==> src/rtl/fix2float_pkg.sv <==
// rtl/fix2float_pkg.sv - shared types and width helpers for the fixed-to-float pipeline
package fix2float_pkg;

  // Stage registers are sized for the widest supported operand; narrower inputs are zero-extended.
  localparam int MAX_FIX_W = 64;
  localparam int SE_W      = 16;
  localparam int FLT_W     = 1 + 8 + 23;
  localparam int E_BIAS    = 127;

  typedef logic signed [SE_W-1:0] sexp_t;

  typedef struct packed {
    logic ovf;
    logic unf;
    logic nx;
  } flags_t;

  typedef struct packed {
    logic                 sign;
    logic [MAX_FIX_W-1:0] mag;
  } s1_t;

  typedef struct packed {
    logic                 sign;
    logic                 zero;
    logic [MAX_FIX_W-1:0] frac;
    sexp_t                bexp;
  } s2_t;

  function automatic int flt_w(input int ew, input int mw);
    return 1 + ew + mw;
  endfunction

  function automatic int e_bias(input int ew);
    return (1 << (ew - 1)) - 1;
  endfunction

endpackage

==> src/rtl/fix2float_if.sv <==
// rtl/fix2float_if.sv - operand/result handshake bundle for fix2float_pipe
interface fix2float_if #(
  parameter int FIX_W = 64,
  parameter int FLT_W = 32
);
  import fix2float_pkg::*;

  logic             in_valid_i;
  logic             in_ready_o;
  logic [FIX_W-1:0] fix_i;
  logic             out_valid_o;
  logic             out_ready_i;
  logic [FLT_W-1:0] float_o;
  flags_t           flags_o;

  modport master (
    output in_valid_i, fix_i, out_ready_i,
    input  in_ready_o, out_valid_o, float_o, flags_o
  );

  modport slave (
    input  in_valid_i, fix_i, out_ready_i,
    output in_ready_o, out_valid_o, float_o, flags_o
  );

endinterface

==> src/rtl/fix2float_lzc.sv <==
// rtl/fix2float_lzc.sv - leading-one locator by successive halving
module fix2float_lzc #(
  parameter int W = 64
) (
  input  logic [W-1:0]         x,
  output logic                 zero,
  output logic [$clog2(W)-1:0] p
);

  localparam int LW = $clog2(W);

  logic [W-1:0] v;

  // Each step asks whether the leading one lies in the upper half of the remaining window.
  always_comb begin
    v = x;
    p = '0;
    for (int k = LW - 1; k >= 0; k--) begin
      if ((v >> (1 << k)) != '0) begin
        p[k] = 1'b1;
        v    = v >> (1 << k);
      end
    end
  end

  assign zero = (x == '0);

endmodule

==> src/rtl/fix2float_pipe.sv <==
// rtl/fix2float_pipe.sv - 3-stage fixed-point to float converter; FIX2FLOAT_RNE_EN selects round-to-nearest-even
module fix2float_pipe
  import fix2float_pkg::*;
#(
  parameter int FIX_W     = 64,
  parameter int FRAC_W    = 32,
  parameter int EXP_W     = 8,
  parameter int MAN_W     = 23,
  parameter bit SIGNED_IN = 1'b1
) (
  input logic         clk_i,
  input logic         rst_ni,
  fix2float_if.slave  bus
);

  localparam int OUT_W    = flt_w(EXP_W, MAN_W);
  localparam int BIAS     = e_bias(EXP_W);
  localparam int MAX_E    = (1 << EXP_W) - 1;
  localparam int LZ_W     = $clog2(MAX_FIX_W);
  localparam bit NO_ROUND = (FIX_W <= MAN_W + 1);

  logic en;
  logic v1, v2, v3;
  s1_t  s1_d, s1_q;
  s2_t  s2_d, s2_q;
  logic [OUT_W-1:0] float_d, float_q;
  flags_t           flags_d, flags_q;

  assign en             = !v3 || bus.out_ready_i;
  assign bus.in_ready_o = en;
  assign bus.out_valid_o = v3;
  assign bus.float_o    = float_q;
  assign bus.flags_o    = flags_q;

  logic [FIX_W-1:0] mag_f;

  always_comb begin
    s1_d.sign = SIGNED_IN && bus.fix_i[FIX_W-1];
    mag_f     = s1_d.sign ? -bus.fix_i : bus.fix_i;
    s1_d.mag  = MAX_FIX_W'(mag_f);
  end

  logic            lz_zero;
  logic [LZ_W-1:0] lz_p;

  fix2float_lzc #(.W(MAX_FIX_W)) u_lzc (
    .x    (s1_q.mag),
    .zero (lz_zero),
    .p    (lz_p)
  );

  // The leading one is shifted out entirely; frac holds only the bits below it.
  always_comb begin
    s2_d.sign = s1_q.sign;
    s2_d.zero = lz_zero;
    s2_d.frac = (s1_q.mag << (LZ_W'(MAX_FIX_W - 1) - lz_p)) << 1;
    s2_d.bexp = sexp_t'(lz_p) - sexp_t'(FRAC_W) + sexp_t'(BIAS);
  end

  logic [MAN_W-1:0] man_t;
  logic [MAN_W:0]   man_r;
  logic             guard, sticky, round_up, nx_raw;
  sexp_t            bexp_r;

  always_comb begin
    man_t  = s2_q.frac[MAX_FIX_W-1 -: MAN_W];
    guard  = s2_q.frac[MAX_FIX_W-1-MAN_W];
    sticky = |s2_q.frac[MAX_FIX_W-2-MAN_W:0];
    nx_raw = NO_ROUND ? 1'b0 : (guard | sticky);
`ifdef FIX2FLOAT_RNE_EN
    round_up = guard & (sticky | man_t[0]);
`else
    round_up = 1'b0;
`endif
    man_r  = {1'b0, man_t} + {{MAN_W{1'b0}}, round_up};
    bexp_r = s2_q.bexp + sexp_t'(man_r[MAN_W]);

    float_d = '0;
    flags_d = '0;
    if (s2_q.zero) begin
      float_d = '0;
    end else if (bexp_r >= sexp_t'(MAX_E)) begin
      float_d     = {s2_q.sign, {EXP_W{1'b1}}, {MAN_W{1'b0}}};
      flags_d.ovf = 1'b1;
      flags_d.nx  = 1'b1;
    end else if (bexp_r <= sexp_t'(0)) begin
      float_d     = {s2_q.sign, {(OUT_W-1){1'b0}}};
      flags_d.unf = 1'b1;
      flags_d.nx  = 1'b1;
    end else begin
      float_d    = {s2_q.sign, bexp_r[EXP_W-1:0], man_r[MAN_W-1:0]};
      flags_d.nx = nx_raw;
    end
  end

  always_ff @(posedge clk_i or negedge rst_ni) begin
    if (!rst_ni) begin
      v1      <= 1'b0;
      v2      <= 1'b0;
      v3      <= 1'b0;
      s1_q    <= '0;
      s2_q    <= '0;
      float_q <= '0;
      flags_q <= '0;
    end else if (en) begin
      v1      <= bus.in_valid_i;
      s1_q    <= s1_d;
      v2      <= v1;
      s2_q    <= s2_d;
      v3      <= v2;
      float_q <= float_d;
      flags_q <= flags_d;
    end
  end

endmodule
==> src/flat_wrapper.sv <==
// flat-port wrapper written by rule: the top's interface ports become plain ports
module fix2float_pipe_flat import fix2float_pkg::*;
#(
  parameter int FIX_W     = 64,
  parameter int FRAC_W    = 32,
  parameter int EXP_W     = 8,
  parameter int MAN_W     = 23,
  parameter bit SIGNED_IN = 1'b1
)
  (clk_i, rst_ni, bus_in_valid_i, bus_fix_i, bus_out_ready_i, bus_in_ready_o, bus_out_valid_o, bus_float_o, bus_flags_o);
  fix2float_if #(.FIX_W(FIX_W)) bus_i ();
  input logic clk_i;
  input logic rst_ni;
  input wire logic [$bits(bus_i.in_valid_i)-1:0] bus_in_valid_i;
  input wire logic [$bits(bus_i.fix_i)-1:0] bus_fix_i;
  input wire logic [$bits(bus_i.out_ready_i)-1:0] bus_out_ready_i;
  output wire logic [$bits(bus_i.in_ready_o)-1:0] bus_in_ready_o;
  output wire logic [$bits(bus_i.out_valid_o)-1:0] bus_out_valid_o;
  output wire logic [$bits(bus_i.float_o)-1:0] bus_float_o;
  output wire logic [$bits(bus_i.flags_o)-1:0] bus_flags_o;
  assign bus_i.in_valid_i = bus_in_valid_i;
  assign bus_i.fix_i = bus_fix_i;
  assign bus_i.out_ready_i = bus_out_ready_i;
  assign bus_in_ready_o = bus_i.in_ready_o;
  assign bus_out_valid_o = bus_i.out_valid_o;
  assign bus_float_o = bus_i.float_o;
  assign bus_flags_o = bus_i.flags_o;
  fix2float_pipe #(.FIX_W(FIX_W), .FRAC_W(FRAC_W), .EXP_W(EXP_W), .MAN_W(MAN_W), .SIGNED_IN(SIGNED_IN)) u_core (.clk_i(clk_i), .rst_ni(rst_ni), .bus(bus_i));
endmodule
==> config.mk <==
export PLATFORM = sky130hd
export DESIGN_NAME = fix2float_pipe_flat
export DESIGN_NICKNAME = d
export VERILOG_FILES = /design/src/rtl/fix2float_pkg.sv /design/src/rtl/fix2float_if.sv /design/src/rtl/fix2float_lzc.sv /design/src/rtl/fix2float_pipe.sv /design/src/flat_wrapper.sv
export SDC_FILE = /design/constraint.sdc
export NUM_CORES = 1
export LEC_CHECK = 0
export CORE_UTILIZATION = 60
export DETAILED_ROUTE_END_ITERATION = 6
export GPL_ROUTABILITY_DRIVEN = 1
export PLACE_DENSITY = 0.84
export SKIP_CTS_REPAIR_TIMING = 1
export SLEW_MARGIN = 20
export SYNTH_ARGS = -nofsm -noshare
export SYNTH_HDL_FRONTEND = slang
export SYNTH_SLANG_ARGS = --single-unit
==> constraint.sdc <==
create_clock -name clk_i -period 5.39 [get_ports clk_i]
set_input_delay 0.8085 -clock clk_i [delete_from_list [all_inputs] [get_ports clk_i]]
set_output_delay 0.8085 -clock clk_i [all_outputs]
set_load 0.03 [all_outputs]
==> report_table.html <==
<table>
<tr><th>Metric</th><th>Value</th></tr>
<tr><th colspan="2">Routing</th></tr>
<tr><td>DRC violation total after the first TritonRoute iteration</td><td>2285</td></tr>
<tr><td>Via-to-Cell Ratio</td><td>7.41</td></tr>
<tr><td>Number of iterations in the first detailed-routing pass</td><td>7</td></tr>
<tr><td>Total number of vias</td><td>14800</td></tr>
<tr><td>Routed WL per cell</td><td>27.4 µm</td></tr>
<tr><td>Antenna violation net count after detailed routing</td><td>0</td></tr>
<tr><td>DRC errors left</td><td>18</td></tr>
<tr><td>Sum of routed wire length over all layers</td><td>54800 µm</td></tr>
<tr><th colspan="2">Setup path</th></tr>
<tr><td>Kind of end point of the critical path</td><td>flop</td></tr>
<tr><td>Required time at the worst-slack endpoint</td><td>5720 ps</td></tr>
<tr><td>Maximum fanout along the worst path</td><td>22</td></tr>
<tr><td>Kind of start point of the critical path</td><td>flop</td></tr>
<tr><td>Type of the setup path with the least slack</td><td>flop to flop</td></tr>
<tr><td>Crit path arrival time</td><td>5720 ps</td></tr>
<tr><th colspan="2">Timing</th></tr>
<tr><td>Count of final max-slew check failures</td><td>0</td></tr>
<tr><td>Worst clock skew on the final layout</td><td>16.8 ps</td></tr>
<tr><td>Pin slew with the least headroom to its limit</td><td>1030 ps</td></tr>
<tr><td>Relative slew margins</td><td>0.294</td></tr>
<tr><td>Unrepaired setup endpoints after global routing</td><td>false</td></tr>
<tr><td>Final Hold Viols</td><td>0</td></tr>
<tr><td>Highest clock rate</td><td>186 MHz</td></tr>
<tr><td>Sum of negative setup slack</td><td>0 ps</td></tr>
<tr><td>Final period demand of the worst path</td><td>5390 ps</td></tr>
<tr><td>Share of the clock period used by the worst path after layout</td><td>1.00</td></tr>
<tr><td>Number of endpoints failing setup at the final stage</td><td>0</td></tr>
<tr><th colspan="2">Synth</th></tr>
<tr><td>Number of flops mapped to enable cells by yosys</td><td>0</td></tr>
<tr><td>Unique cell type count in the Yosys netlist</td><td>88</td></tr>
<tr><td>Area share of the largest cell type after synthesis</td><td>0.332</td></tr>
<tr><td>Share of the yosys chip area belonging to registers</td><td>0.332</td></tr>
<tr><td>Most used standard cells in the synthesized netlist</td><td>sky130_fd_sc_hd__nand2_1, sky130_fd_sc_hd__dfrtp_1, sky130_fd_sc_hd__o21ai_0</td></tr>
<tr><td>Most used flip-flop cell after synthesis</td><td>sky130_fd_sc_hd__dfrtp_1</td></tr>
<tr><td>Cell accounting for the most synthesized area</td><td>sky130_fd_sc_hd__dfrtp_1</td></tr>
<tr><td>Mapped Nets</td><td>1702</td></tr>
<tr><td>Ys Warns</td><td>0</td></tr>
<tr><td>Synthesized netlist cell count</td><td>1632</td></tr>
<tr><td>Post-Syn Area per Cell</td><td>8.18 µm²</td></tr>
<tr><td>Leading cell type by number of instances after synthesis</td><td>sky130_fd_sc_hd__nand2_1</td></tr>
<tr><td>Netlist Area Pre-Place</td><td>13300 µm²</td></tr>
<tr><td>Number of synthesized register bits</td><td>177</td></tr>
<tr><td>Share of async-settable or async-resettable flops after synthesis</td><td>1.00</td></tr>
<tr><td>Leading post-synthesis cells by cell area</td><td>sky130_fd_sc_hd__dfrtp_1, sky130_fd_sc_hd__nand2_1, sky130_fd_sc_hd__mux2i_1</td></tr>
<tr><th colspan="2">Die</th></tr>
<tr><td>IO Count</td><td>105</td></tr>
<tr><td>Initial cell density of the core</td><td>0.612</td></tr>
<tr><td>Core Region</td><td>21800 µm²</td></tr>
<tr><td>Die Y-Extent</td><td>151 µm</td></tr>
<tr><td>Die span in x</td><td>151 µm</td></tr>
<tr><td>Row Count</td><td>54</td></tr>
<tr><td>Die area</td><td>22800 µm²</td></tr>
<tr><th colspan="2">Layout</th></tr>
<tr><td>Fraction of layout instances using a drive strength above 1</td><td>0.116</td></tr>
<tr><td>Count of nets after finishing</td><td>1777</td></tr>
<tr><td>Finished Core Util</td><td>0.715</td></tr>
<tr><td>Area Growth Syn to Fin</td><td>16.9%</td></tr>
<tr><th colspan="2">Clocking</th></tr>
<tr><td>Clock transition at path regs</td><td>80 ps</td></tr>
<tr><td>Maximum clock path buffer count</td><td>2</td></tr>
<tr><td>Clock Sink Count</td><td>177</td></tr>
<tr><td>Number of CTS-inserted buffers</td><td>17</td></tr>
<tr><td>TritonCTS clock tree</td><td>done</td></tr>
<tr><td>Clock Latency Late Sink</td><td>470 ps</td></tr>
<tr><td>H-tree Lvls</td><td>4</td></tr>
<tr><td>Library cell used as clock root buffer</td><td>sky130_fd_sc_hd__clkbuf_16</td></tr>
<tr><th colspan="2">Placed design</th></tr>
<tr><td>Routability cong.</td><td>1.10</td></tr>
<tr><td>Port Buffers</td><td>104</td></tr>
<tr><td>HPWL reported at the end of detailed placement</td><td>38700 µm</td></tr>
<tr><th colspan="2">Worst hold path</th></tr>
<tr><td>Hold WC Path Type</td><td>input port to async pin</td></tr>
<tr><th colspan="2">Status</th></tr>
<tr><td>Violations in the final reports</td><td>DRC</td></tr>
<tr><td>Status</td><td>complete, but fails checks</td></tr>
<tr><th colspan="2">Global routing</th></tr>
<tr><td>Via count of the first global-routing pass</td><td>13800</td></tr>
<tr><td>Antenna violations before repair</td><td>1</td></tr>
<tr><td>First-pass GRT wire length</td><td>83400 µm</td></tr>
<tr><td>Maximum number of pins on one net before global-route repair</td><td>222</td></tr>
<tr><td>Combined global-route utilization of all metal layers</td><td>0.494</td></tr>
<tr><td>Remaining global-route overflow</td><td>0</td></tr>
<tr><th colspan="2">Run</th></tr>
<tr><td>Number of max-capacitance violations reported</td><td>0</td></tr>
<tr><th colspan="2">Power</th></tr>
<tr><td>Pwr per Cell Area</td><td>547 nW/µm²</td></tr>
<tr><td>Leakage Power</td><td>6.41 nW</td></tr>
<tr><td>Worst IR drop on VDD</td><td>0.267 mV</td></tr>
</table>
==> final timing paths <==
check | from | end | slack, ps | depth (start not counted)
max | u_core.s1_q[59]$_DFFE_PN0P_ | u_core.man_t[22]$_DFFE_PN0P_ | 2 | 14
min reg2reg | u_core.v1$_DFFE_PN0P_ | u_core.v1$_DFFE_PN0P_ | 470 | 2
min in group clk_i | u_core.v1$_DFFE_PN0P_ | u_core.v1$_DFFE_PN0P_ | 470 | 2
min | rst_ni | u_core.s2_q[31]$_DFFE_PN0P_ | 320 | 1
max reg2reg | u_core.s1_q[59]$_DFFE_PN0P_ | u_core.man_t[22]$_DFFE_PN0P_ | 2 | 14
max in group asynchronous | rst_ni | u_core.s1_q[57]$_DFFE_PN0P_ | 4020 | 2
==> cell families (layout without fill, tap and decap cells) <==
| group | count (synthesis) | after routing | synth area share |
|---|---|---|---|
| XOR/XNOR | 65 | 65 | 0.0427 |
| buffers and inverters | 165 | 253 | 0.0516 |
| other | 0 | 1 | 0 |
| flip-flops | 177 | 177 | 0.332 |
| adder cells (fa/ha/maj) | 2 | 2 | 0.00187 |
| AND/OR/NAND/NOR | 561 | 561 | 0.200 |
| multiplexers | 111 | 111 | 0.0875 |
| AO/OA/AOI/OAI | 551 | 551 | 0.285 |
==> routing by layer <==
layer | vias to the layer above | part of all wire | track usage
met5 | - | 0 | 0
met4 | 0 | 0.083 | 0.329
met3 | 381 | 0.14 | 0.174
met2 | 1325 | 0.42 | 0.717
met1 | 6814 | 0.36 | 0.616
li1 | 6298 | - | -
==> flip-flops by register name, indices dropped and copies added, names as in the netlist <==
signal and count:
u_core.bus.float_o 32, u_core.guard 1, u_core.bus.out_valid_o 1, u_core.v1 1, u_core.bus.flags_o 3, u_core.s2_q 50
u_core.s1_q 65, u_core.v2 1, u_core.man_t 23
==> cells in the final DEF, fill, tap and decap left out, types with 25 or more instances in the layout <==
| cell | n |
|---|---|
| sky130_fd_sc_hd__mux2i_1 | 90 |
| sky130_fd_sc_hd__o21ai_0 | 139 |
| sky130_fd_sc_hd__o31ai_1 | 25 |
| sky130_fd_sc_hd__dfrtp_1 | 177 |
| sky130_fd_sc_hd__xor2_1 | 53 |
| sky130_fd_sc_hd__a22o_1 | 46 |
| sky130_fd_sc_hd__nand2_1 | 257 |
| sky130_fd_sc_hd__clkdlybuf4s50_1 | 102 |
| sky130_fd_sc_hd__nor2_1 | 98 |
| sky130_fd_sc_hd__a21oi_1 | 87 |
| sky130_fd_sc_hd__buf_4 | 105 |
| sky130_fd_sc_hd__a31oi_1 | 30 |
| sky130_fd_sc_hd__nand3_1 | 42 |
| sky130_fd_sc_hd__nor4_1 | 28 |
==> worst max-delay path, stage by stage, from the launching register on <==
cell	delay (ps)
sky130_fd_sc_hd__dfrtp_1	460
sky130_fd_sc_hd__nor4_1	670
sky130_fd_sc_hd__and4_1	610
sky130_fd_sc_hd__nand2_1	230
sky130_fd_sc_hd__o21ai_0	260
sky130_fd_sc_hd__o21ai_0	290
sky130_fd_sc_hd__nand4_1	240
sky130_fd_sc_hd__buf_4	330
sky130_fd_sc_hd__buf_4	410
sky130_fd_sc_hd__mux2i_1	570
sky130_fd_sc_hd__a211oi_1	160
sky130_fd_sc_hd__a21oi_1	300
sky130_fd_sc_hd__nor2_1	60
sky130_fd_sc_hd__a2111oi_0	500
sky130_fd_sc_hd__o2bb2ai_1	130
==> per-stage QoR <==
step	hold slack (ps)	worst slack (ps)	power (mW)	cell area, µm²	instances
2_1_floorplan	430	1220	5.05	13300	1632
3_3_place_gp	442	310	6.79	14900	1967
3_5_place_dp	457	324	6.87	14900	1967
4_1_cts	361	333	8.19	15600	1999
5_1_grt	387	50.2	8.83	15600	2000
6_report	316	1.55	8.53	15600	2001
==> power breakdown <==
part	switching, mW	total, mW	internal [mW]
Combinational	3.05	4.84	1.80
Sequential	0.524	2.36	1.83
Clock	0.691	1.33	0.640
==> area by class of cell <==
type	count	area [µm²]
Multi-Input combinational cell	1290	8260
Fill cell	1689	6230
Sequential cell	177	4430
Timing Repair Buffer	212	1890
Clock buffer	17	425
Tap cell	280	350
Clock inverter	15	208
Inverter	9	33.8
Antenna cell	1	2.50
Power figures use the tool's default switching activity.
==> variant, RTL diff (same settings) <==
Reset style: synchronous (`rst_ni`), changed in one clocked block.
--- a/src/rtl/fix2float_pipe.sv
+++ b/src/rtl/fix2float_pipe.sv
@@ -95,3 +95,3 @@
 
-  always_ff @(posedge clk_i or negedge rst_ni) begin
+  always_ff @(posedge clk_i) begin
     if (!rst_ni) begin
Function: differs if rst_ni is asserted again (counterexample within 4 cycles, from zero or initial values and one cycle with rst_ni low); with rst_ni held inactive, the same outputs for 4 cycles.
==> variant against the original RTL <==
Via count shrank 10%; routed wire length fell by 19%; clock skew up 2.6 ps; die area down 7.2%; sequential cell count is the same; synthesized area fell by 7.3%; worst setup slack improved by 280 ps; sequential share of layout area decreased by 3.9 points; largest cell class unchanged; critical endpoint is now u_core.man_t[9]$_SDFFE_PN0P_; cell area fell by 7.1%.
Power is not compared: it rests on default switching activity, and its combinational part moved more than twofold at a synthesized area within 25%.
==> variant: results (changes against the original RTL) <==
<table>
<tr><th>Metric</th><th>Value</th></tr>
<tr><th colspan="2">Finish</th></tr>
<tr><td>Number of antenna repair diodes</td><td>0 (-1)</td></tr>
<tr><td>Filler Cells Inserted</td><td>1677 (-0.71%)</td></tr>
<tr><td>Total Nets Final</td><td>1658 (-6.7%)</td></tr>
<tr><th colspan="2">GRT</th></tr>
<tr><td>Global-route wire length before repair</td><td>69400 µm (-17%)</td></tr>
<tr><td>Number of global-route vias before repair</td><td>12100 (-12%)</td></tr>
<tr><td>Largest net degree at the start of global routing</td><td>113 (-49%)</td></tr>
<tr><td>Initial antenna violation count</td><td>0 (-1)</td></tr>
<tr><th colspan="2">Setup path</th></tr>
<tr><td>Family of cells with the greatest summed delay on the critical path</td><td>compound AO/OA/AOI/OAI gates</td></tr>
<tr><td>Delay of the slowest critical-path stage</td><td>600 ps (-70 ps)</td></tr>
<tr><td>Worst reg2reg path endpoint</td><td>u_core.man_t[9]$_SDFFE_PN0P_</td></tr>
<tr><th colspan="2">Yosys</th></tr>
<tr><td>Most common library cells after synthesis</td><td>nand2_1 (191), dfxtp_1 (177), mux2i_1 (95), clkbuf_1 (92), o21ai_0 (88)</td></tr>
<tr><td>Fraction of registers with async set or reset after synthesis</td><td>0% (-100 points)</td></tr>
<tr><td>Post-Syn Instances</td><td>1515 (-7.2%)</td></tr>
<tr><td>Syn_nets</td><td>1585 (-6.9%)</td></tr>
<tr><td>Count of distinct cell types in the synthesized netlist</td><td>89 (+1.1%)</td></tr>
<tr><td>Sequential cell area fraction in the yosys report</td><td>28.6% (-4.5 points)</td></tr>
<tr><th colspan="2">Min path</th></tr>
<tr><td>HP Class</td><td>reg -&gt; reg</td></tr>
<tr><th colspan="2">STA</th></tr>
<tr><td>Hold Worst Slack</td><td>454 ps (+137 ps)</td></tr>
<tr><td>Maximum achievable frequency</td><td>196 MHz (+5.5%)</td></tr>
<tr><th colspan="2">Placed design</th></tr>
<tr><td>DP Cell Count</td><td>1839 (-6.5%)</td></tr>
<tr><td>DP HPWL</td><td>32100 µm (-17%)</td></tr>
<tr><th colspan="2">Power and ir drop</th></tr>
<tr><td>Power after layout</td><td>4930 µW</td></tr>
<tr><th colspan="2">Clock network</th></tr>
<tr><td>Worst-skew pair later-pin latency</td><td>440 ps (-30 ps)</td></tr>
<tr><th colspan="2">Outcome</th></tr>
<tr><td>Result of the run</td><td>completed</td></tr>
<tr><th colspan="2">Route</th></tr>
<tr><td>Vias per std cell</td><td>7.09 (-4.3%)</td></tr>
<tr><td>Routed wire length per instance</td><td>23.6 µm (-14%)</td></tr>
</table>
[variant: area by class of cell]
cell class | instances | area, µm² | area share (%)
inverters | 10 | 40.0 | 0.276
clock inverters | 14 | 158 | 1.09
flip-flops and latches | 177 | 3540 | 24.5
repair buffers | 179 | 1650 | 11.4
clock buffers | 18 | 429 | 2.96
multi-input cells | 1203 | 8330 | 57.5
well taps | 270 | 338 | 2.33
[variant: cell families after synthesis]
kind of cell	synth area share (%)
AO/OA/AOI/OAI	31.6
AND/OR/NAND/NOR	20.7
flip-flops	28.6
buffers and inverters	4.45
multiplexers	9.87
XOR/XNOR	4.53
adder cells (fa/ha/maj)	0.202
[variant: layer usage]
metal | routed length, µm | GRT usage, % | part of all wire, %
met5 | 0 | 0 | 0
met2 | 19200 | 62.6 | 43
met1 | 18200 | 56.5 | 41
met4 | 1970 | 18.1 | 4.4
met3 | 4880 | 8.93 | 11
